==> src/rtl/cgra_lm_bank_xbar_pkg.sv <==
// cgra_lm_pkg: shared sizing helpers and default widths for the LM bank crossbar
package cgra_lm_pkg;
  localparam int LM_DEF_D_WIDTH = 32;
  localparam int LM_DEF_NUM_BANKS = 4;
  localparam int LM_BYTE_WIDTH = 8;
  function automatic int clog2(input int v);
    int r;
    r = 0;
    for (int i = 0; i < 31; i++) if ((1 << i) < v) r = i + 1;
    return r;
  endfunction
  localparam int LM_DEF_BANK_SEL_WIDTH = clog2(LM_DEF_NUM_BANKS);
  localparam int LM_DEF_NUM_ENABLES = LM_DEF_D_WIDTH / LM_BYTE_WIDTH;
endpackage

==> src/rtl/cgra_lm_bank_arbiter.sv <==
// cgra_lm_bank_arbiter: one-hot grant for one bank; round-robin when LM_XBAR_RR_ARB_EN is defined, else fixed priority
module cgra_lm_bank_arbiter import cgra_lm_pkg::*; #(
  parameter int NUM_PORTS = 4
) (
  input  logic                 iClk,
  input  logic                 iReset,
  input  logic [NUM_PORTS-1:0] iReq,
  output logic [NUM_PORTS-1:0] oGrant
);
`ifdef LM_XBAR_RR_ARB_EN
  localparam int PW = clog2(NUM_PORTS);
  logic [PW-1:0] ptr, ptrNext;
  // Scan from farthest to nearest offset so the port closest to ptr wins last.
  always_comb begin
    oGrant = '0;
    ptrNext = ptr;
    for (int i = NUM_PORTS - 1; i >= 0; i--)
      if (iReq[(int'(ptr) + i) % NUM_PORTS]) begin
        oGrant = '0;
        oGrant[(int'(ptr) + i) % NUM_PORTS] = 1'b1;
        ptrNext = PW'((int'(ptr) + i + 1) % NUM_PORTS);
      end
  end
  always_ff @(posedge iClk or negedge iReset)
    if (!iReset) ptr <= '0;
    else ptr <= ptrNext;
`else
  logic unusedClkReset;
  assign unusedClkReset = iClk ^ iReset;
  always_comb begin
    oGrant = '0;
    for (int i = NUM_PORTS - 1; i >= 0; i--)
      if (iReq[i]) begin
        oGrant = '0;
        oGrant[i] = 1'b1;
      end
  end
`endif
endmodule

==> src/rtl/cgra_lm_bank_xbar.sv <==
// cgra_lm_bank_xbar: word-interleaved crossbar from NUM_PORTS LM requesters to NUM_BANKS single-port banks
// LM_XBAR_RR_ARB_EN selects round-robin bank arbitration; undefined gives fixed lowest-index priority.
module cgra_lm_bank_xbar import cgra_lm_pkg::*; #(
  parameter  int D_WIDTH = 32,
  parameter  int NUM_PORTS = 4,
  parameter  int NUM_BANKS = 4,
  parameter  int LM_ADDR_WIDTH = 16,
  parameter  int LM_MEM_ADDR_WIDTH = 8,
  localparam int LM_NUM_ENABLES = D_WIDTH / 8
) (
  input  logic                                   iClk,
  input  logic                                   iReset,
  input  logic [NUM_PORTS-1:0]                   iReq_Valid,
  input  logic [NUM_PORTS-1:0]                   iReq_Write,
  input  logic [NUM_PORTS*LM_ADDR_WIDTH-1:0]     iReq_Address,
  input  logic [NUM_PORTS*D_WIDTH-1:0]           iReq_WriteData,
  input  logic [NUM_PORTS*LM_NUM_ENABLES-1:0]    iReq_ByteEnable,
  output logic [NUM_PORTS-1:0]                   oReq_Stall,
  output logic [NUM_PORTS-1:0]                   oResp_Valid,
  output logic [NUM_PORTS*D_WIDTH-1:0]           oResp_ReadData,
  output logic [NUM_BANKS*LM_NUM_ENABLES-1:0]    oBank_WriteEnable,
  output logic [NUM_BANKS-1:0]                   oBank_ReadEnable,
  output logic [NUM_BANKS*LM_MEM_ADDR_WIDTH-1:0] oBank_Address,
  output logic [NUM_BANKS*D_WIDTH-1:0]           oBank_WriteData,
  input  logic [NUM_BANKS*D_WIDTH-1:0]           iBank_ReadData
);
  localparam int BANK_SEL_WIDTH = clog2(NUM_BANKS);
  localparam int PW = clog2(NUM_PORTS);
  logic [NUM_PORTS-1:0] reqToBank [NUM_BANKS];
  logic [NUM_PORTS-1:0] grant [NUM_BANKS];
  logic [NUM_PORTS-1:0] portGrant;
  logic [LM_MEM_ADDR_WIDTH-1:0] localAddr [NUM_PORTS];
  logic [NUM_BANKS-1:0] rdPending;
  logic [PW-1:0] rdPort [NUM_BANKS];
  logic [PW-1:0] rdPortNext [NUM_BANKS];
  // Requests are masked during reset so banks see no enables.
  always_comb begin
    for (int b = 0; b < NUM_BANKS; b++) reqToBank[b] = '0;
    for (int p = 0; p < NUM_PORTS; p++) begin
      localAddr[p] = iReq_Address[p*LM_ADDR_WIDTH+BANK_SEL_WIDTH +: LM_MEM_ADDR_WIDTH];
      for (int b = 0; b < NUM_BANKS; b++)
        reqToBank[b][p] = iReset & iReq_Valid[p]
          & ((int'(iReq_Address[p*LM_ADDR_WIDTH +: LM_ADDR_WIDTH]) & (NUM_BANKS - 1)) == b);
    end
  end
  for (genvar b = 0; b < NUM_BANKS; b++) begin : gBank
    cgra_lm_bank_arbiter #(.NUM_PORTS(NUM_PORTS)) uArb (
      .iClk(iClk),
      .iReset(iReset),
      .iReq(reqToBank[b]),
      .oGrant(grant[b])
    );
  end
  always_comb begin
    portGrant = '0;
    for (int b = 0; b < NUM_BANKS; b++) portGrant = portGrant | grant[b];
  end
  assign oReq_Stall = iReq_Valid & ~portGrant;
  always_comb begin
    oBank_WriteEnable = '0;
    oBank_ReadEnable = '0;
    oBank_Address = '0;
    oBank_WriteData = '0;
    for (int b = 0; b < NUM_BANKS; b++) begin
      rdPortNext[b] = '0;
      for (int p = 0; p < NUM_PORTS; p++)
        if (grant[b][p]) begin
          oBank_WriteEnable[b*LM_NUM_ENABLES +: LM_NUM_ENABLES] =
            iReq_Write[p] ? iReq_ByteEnable[p*LM_NUM_ENABLES +: LM_NUM_ENABLES] : '0;
          oBank_ReadEnable[b] = ~iReq_Write[p];
          oBank_Address[b*LM_MEM_ADDR_WIDTH +: LM_MEM_ADDR_WIDTH] = localAddr[p];
          oBank_WriteData[b*D_WIDTH +: D_WIDTH] = iReq_Write[p] ? iReq_WriteData[p*D_WIDTH +: D_WIDTH] : '0;
          rdPortNext[b] = PW'(p);
        end
    end
  end
  always_ff @(posedge iClk or negedge iReset)
    if (!iReset) begin
      rdPending <= '0;
      for (int b = 0; b < NUM_BANKS; b++) rdPort[b] <= '0;
    end else begin
      rdPending <= oBank_ReadEnable;
      for (int b = 0; b < NUM_BANKS; b++) rdPort[b] <= rdPortNext[b];
    end
  // A port holds at most one grant per cycle, so at most one bank matches here.
  always_comb begin
    oResp_Valid = '0;
    oResp_ReadData = '0;
    for (int p = 0; p < NUM_PORTS; p++)
      for (int b = 0; b < NUM_BANKS; b++)
        if (rdPending[b] && rdPort[b] == PW'(p)) begin
          oResp_Valid[p] = 1'b1;
          oResp_ReadData[p*D_WIDTH +: D_WIDTH] = iBank_ReadData[b*D_WIDTH +: D_WIDTH];
        end
  end
endmodule

==> config.mk <==
export PLATFORM = sky130hd
export DESIGN_NAME = cgra_lm_bank_xbar
export DESIGN_NICKNAME = d
export VERILOG_FILES = /design/src/rtl/cgra_lm_bank_xbar_pkg.sv /design/src/rtl/cgra_lm_bank_arbiter.sv /design/src/rtl/cgra_lm_bank_xbar.sv
export SDC_FILE = /design/constraint.sdc
export NUM_CORES = 1
export LEC_CHECK = 0
export CAP_MARGIN = 20
export CELL_PAD_IN_SITES_DETAIL_PLACEMENT = 2
export CELL_PAD_IN_SITES_GLOBAL_PLACEMENT = 2
export CORE_AREA = 2 2 260 262
export CTS_BUF_LIST = sky130_fd_sc_hd__clkbuf_4 sky130_fd_sc_hd__clkbuf_8
export DETAILED_ROUTE_END_ITERATION = 12
export DIE_AREA = 0 0 262 264
export GPL_TIMING_DRIVEN = 0
export PLACE_DENSITY = 0.76
export SLEW_MARGIN = 25
export SYNTH_ARGS = -nofsm -noshare
export SYNTH_HDL_FRONTEND = slang
export SYNTH_HIERARCHICAL = 1
export SYNTH_SLANG_ARGS = --single-unit
==> constraint.sdc <==
create_clock -name iClk -period 3.61 [get_ports iClk]
set_clock_uncertainty 0.1 [all_clocks]
set_input_delay 0.722 -clock iClk [delete_from_list [all_inputs] [get_ports iClk]]
set_output_delay 0.722 -clock iClk [all_outputs]
set_load 0.01 [all_outputs]
==> impl_metrics.ini, run 1 <==
[sta]
drv_slew = 0
whs_ps = 399.6
final_hold_viol_count = 0
fin_crit_ps = 3701
timing.fmax_mhz = 270.2
worst_pin_slew_ps = 916.6
rsz0062_at_grt = true
final.period_utilization_pct = 102.5
maxSlewHeadroom_pct = 38.89
layout_setup_ws_ps = -90.57
setup_viol = 14
final.setup.tns_ps = -363.0

[finish]
drive_gt1_share_pct = 20.95
nets = 2824
area_growth_pct = 78.61

[clock_tree]
cts_sinks = 12
clk_pin_slew_ps = 50
numCtsBuffers = 3
htreeDepth = 1
cts_buffer_depth = 2
cts-root-buf = clkbuf_8
cts_tree = yes

[grt]
grt_pass1_vias = 22567
grt_max_degree = 13
overflow = 0
antenna_found_initial = 22
grt_pass1_wl_mm = 173.8
grt_use_total_pct = 34.34

[place]
port_buffers = 634
place_hpwl_mm = 96.36
gpl.final_weighted_congestion = 0.9526

[routing]
wl_per_cell_um = 37.33
drtIter0Drc = 1973
drc = 0
viasPerCell = 6.423
routed_wl_mm = 125.3
num_vias = 21556
dr.pass1.iters = 6
drtAntennaViolNets = 0

[synthesis]
yosysTopAreaCellShare_pct = 7.897
synth-seq-cells = 12
yosys-top-cells-count = 189 x clkbuf_1, 119 x nand2_1, 119 x o21ai_0
syn_area_per_cell_sq_um = 6.998
yosysTopAreaCell = a221o_1
yosysWarningCount = 6
ys_top_cells_by_area = a221o_1 7.9%, a32o_1 7.2%, nand4b_1 7.0%, clkbuf_1 5.8%, o311a_1 5.2%
synth_cell_types = 55
synth_area_sq_um = 12300
async_flop_share_pct = 100.0
synth_fp_nets = 2103
ys.flop_type = dfrtp_1
synth_edf_count = 0
netlist_instances = 1757
synth_most_common_cell = clkbuf_1
yosysSeqAreaShare_pct = 2.442

[setup_path]
end_kind = output port
cp_max_fo = 10
cp_cell_sequence = buf_16, buf_6, nand3_2, nor2_1, nor4b_4, clkbuf_8, buf_4, a31oi_1, a22oi_2, clkdlybuf4s15_2
crit_type = input pin to output port
slowest_delay_ps = 360
cp.buffers_inverters = 5
arrival_ps = 2880
critPathSlowestCell = a22oi_2
crit_required_ps = 2790
cp_top_family = buffers and inverters
start_kind = input pin

[floorplanning]
start_util_pct = 18.47
fp.dieH_um = 264
dieArea_sq_um = 69170
pin_count = 662
die_w_um = 262
core-area_sq_um = 66560
rows = 95

[run_status]
outcome = finished with violations
violations = setup timing

[min_path]
min_path_type = input pin to asynchronous set/reset pin

[job]
drv_cap = 0

[pwr]
ir_drop_v = 0.00005833
total_leakage_power_uw = 0.008478
powerDensity_nw_per_um2 = 120.7
total_power_uw = 2651
[registers in the layout (all words and copies together), names as in the netlist]
| name | count |
|---|---|
| rdPort | 8 |
| rdPending | 4 |
[cell usage in the layout (no fill, tap or decap), types with 33 or more instances in the layout]
cell type and n:
a22o_1 35, nand3_1 41, a21oi_1 112, nand2_1 115, clkbuf_2 54, inv_1 39, and2_1 77, buf_2 91
nand4b_1 98, a32oi_1 43, o21ai_0 107, clkbuf_1 73, clkbuf_8 45, a32o_1 64, buf_6 35, buf_4 70
o311a_1 64, a31oi_1 33, clkdlybuf4s50_1 437, a221o_1 97, a22oi_1 47, dlygate4sd2_1 96, o21ai_1 57, o2bb2ai_1 60
[report_power, final]
group / switching (uW) / internal (uW) / leakage (uW)
sequential: 10.3 / 142 / 0.000162
clock: 44.9 / 95.9 / 0.0000288
combinational: 1340 / 1020 / 0.00829
total: 1390 / 1260 / 0.00848
[final cells by class]
class	instances	area (sq um)
flip-flops and latches	12	300.3
plain buffers	286	2231
fillers	7648	44600
clock buffers	4	55.05
well taps	873	1092
repair buffers	719	6872
inverters	42	160.2
diodes	6	15.01
multi-input cells	1414	11240
[metrics by stage]
step | utilization [%] | instances | instance area, sq um | setup WS [ps]
final | 32.99 | 3356 | 21960 | -90.57
after global routing | 32.98 | 3353 | 21950 | -83.53
after CTS | 32.58 | 3338 | 21690 | -69.81
after detailed placement | 29.65 | 3264 | 19730 | -3250
after global placement | 29.65 | 3264 | 19730 | -3126
after floorplan | - | 1757 | 12300 | 82.44
[layer usage]
layer  track usage, %  vias to the layer above  part of all wire (%)
met1            39.40                    10832                    37
li1                 -                     8742                     -
met2            59.68                     1514                    48
met3            7.004                      434                   8.5
met4            17.64                       34                   6.5
met5                0                        -                  0.15
[path summary, 6_finish.rpt]
kind | startpoint | endpoint | cells past startpoint
max in group asynchronous | iReset | rdPending[0] | 2
min in group iClk | iReq_Write[3] | rdPending[2] | 3
worst min-delay path | iReset | rdPort[0] | 2
worst max-delay path | iReset | oBank_WriteEnable[15] | 10
[kinds of logic after synthesis]
kind of cell / synth area share (%)
AND/OR/NAND/NOR: 27.73
AO/OA/AOI/OAI: 58.49
flip-flops: 2.442
buffers and inverters: 11.24
multiplexers: 0.09158
[what timing repair did]
| item | in CTS | in global routing |
|---|---|---|
| resized for setup | 838 | 145 |
| setup endpoints to repair | 241 | 242 |
| hold buffers | 0 | 0 |
| cloned | 6 | 0 |
| pin swaps | 44 | 28 |
| buffers inserted | 73 | 18 |
Note: power is estimated with default switching activity, not from simulation.
==> run 2: changes to the inputs <==
--- a/config.mk
+++ b/config.mk
@@ -5,14 +5,13 @@
 export SDC_FILE = /design/constraint.sdc
 export NUM_CORES = 1
 export LEC_CHECK = 0
-export CAP_MARGIN = 20
+export CAP_MARGIN = 0
 export CELL_PAD_IN_SITES_DETAIL_PLACEMENT = 2
 export CELL_PAD_IN_SITES_GLOBAL_PLACEMENT = 2
 export CORE_AREA = 2 2 260 262
 export CTS_BUF_LIST = sky130_fd_sc_hd__clkbuf_4 sky130_fd_sc_hd__clkbuf_8
 export DETAILED_ROUTE_END_ITERATION = 12
 export DIE_AREA = 0 0 262 264
-export GPL_TIMING_DRIVEN = 0
 export PLACE_DENSITY = 0.76
 export SLEW_MARGIN = 25
 export SYNTH_ARGS = -nofsm -noshare
==> impl_metrics.ini, run 2 (same netlist as run 1, synthesis figures left out) <==
[setup_path]
end_kind = output port
critPathSlowestCell = nor4b_4
cp.buffers_inverters = 4
cp_cell_sequence = dlygate4sd2_1, nand3_1, nor2_1, nor4b_4, buf_6, buf_16, a21oi_1, a32o_1, dlygate4sd2_1
crit_required_ps = 2790
arrival_ps = 2800
cp_max_fo = 38
cp_top_family = buffers and inverters
start_kind = input pin
crit_type = input pin to output port
path_common_cell = dlygate4sd2_1
slowest_delay_ps = 350

[clock_tree]
htreeDepth = 1
cts_sinks = 12
clk_pin_slew_ps = 50
cts_buffer_depth = 2
numCtsBuffers = 3
cts_tree = yes
cts-root-buf = clkbuf_8
cts_hold_buf = 0

[finish]
regMostFlops = rdPort
nets = 2716
layout_common_cells = 436 x clkdlybuf4s50_1, 143 x buf_4, 116 x nand2_1
area_growth_pct = 79.44
stdcell_count = 3252
layout_commonest_cell = clkdlybuf4s50_1
biggestRegsByFlops = rdPort: 8 flops, rdPending: 4 flops
largest_reg_flops = 8
drive_gt1_share_pct = 20.39

[floorplanning]
fp.dieH_um = 264
start_util_pct = 18.47
die_w_um = 262
pin_count = 662
rows = 95
core-area_sq_um = 66560
dieArea_sq_um = 69170

[pwr]
total_leakage_power_uw = 0.008205
p_sw_uw = 1263
comb_power_share_pct = 88.1
ir_drop_v = 0.00005677
p_seq_share_pct = 6.2
swShare_pct = 49.35
p_clk_share_pct = 5.7
p_int_uw = 1297
powerDensity_nw_per_um2 = 116.0

[grt]
grt_pass1_vias = 21683
antenna_found_initial = 14
grt_pass1_wl_mm = 153.5
grt_max_degree = 129
grt_use_total_pct = 29.12
overflow = 0

[min_path]
min_path_type = input pin to asynchronous set/reset pin

[sta]
final.setup.tns_ps = -20.54
fin_crit_ps = 3621
timing.fmax_mhz = 276.1
maxSlewHeadroom_pct = 61.60
drv_slew = 0
final_hold_viol_count = 0
setup_viol = 2
final.period_utilization_pct = 100.3
layout_setup_ws_ps = -11.39
worst_pin_slew_ps = 576.0
whs_ps = 534.0

[routing]
drtIter0Drc = 2103
routed_wl_mm = 107.1
wl_per_cell_um = 32.94
num_vias = 20570
drtAntennaViolNets = 0
viasPerCell = 6.325
drc = 0
dr.pass1.iters = 5

[place]
gpl.final_weighted_congestion = 0.9197
placedCellCount = 3170
port_buffers = 637
place_ws_ps = -1076
place_hpwl_mm = 73.21

[run_status]
violations = setup timing
outcome = finished with violations

[job]
drv_cap = 0
## run 2: power by group through the flow
| stage | clock network (uW) | logic, uW | registers, uW |
|---|---|---|---|
| 2_1_floorplan | 0 | 814 | 151 |
| 3_3_place_gp | 0 | 2110 | 160 |
| 3_5_place_dp | 0 | 2160 | 162 |
| 4_1_cts | 151 | 2200 | 160 |
| 5_1_grt | 157 | 2350 | 162 |
| 6_report | 146 | 2260 | 159 |
## run 2: what timing repair did
item,4_1_cts,5_1_grt
setup buffers,50,4
resized for setup,606,64
endpoints found under the setup margin,184,179
endpoints found under the hold margin,0,0
gates cloned,15,2
pin swaps,28,10
## run 2: final cells by class
class,count,area [sq um]
Fill cell,7556,44500
Multi-Input combinational cell,1414,11070
Timing Repair Buffer,897,9348
Tap cell,873,1092
Clock buffer,4,55.05
Sequential cell,12,311.5
Antenna cell,10,25.02
Inverter,42,162.7
## run 2: worst max path at each step
stage / startpoint / to / slack (ps) / cells after the start
5_1_grt: iReset / oBank_WriteData[24] / -40 / 10
2_1_floorplan: iReset / oBank_WriteData[1] / 80 / 8
4_1_cts: iReq_Address[33] / oBank_WriteData[84] / 2 / 13
6_report: iReq_Address[49] / oBank_WriteData[115] / -10 / 9
3_3_place_gp: iReset / oBank_WriteData[25] / -1120 / 12
3_5_place_dp: iReset / oBank_WriteData[25] / -1080 / 12
## run 2: stage by stage
step / power (uW) / cell area, sq um / utilization, %
global route: 2672 / 22060 / 33.14
floorplan: 964.3 / 12300 / -
finish: 2560 / 22060 / 33.15
CTS: 2511 / 21970 / 33.00
detailed placement: 2319 / 20850 / 31.32
global placement: 2272 / 20850 / 31.32
## run 2: tightest hold or removal path, cell delays in order
cell and delay [ps]:
buf_16 130, buf_6 140, buf_4 220
## run 2: metal layers
| layer | vias up | routed length, um | GRT usage, % |
|---|---|---|---|
| met4 | 10 | 6069 | 14.00 |
| li1 | 8521 | - | - |
| met5 | - | 70 | 0 |
| met1 | 10385 | 40790 | 34.41 |
| met3 | 309 | 8631 | 5.488 |
| met2 | 1345 | 51550 | 50.16 |
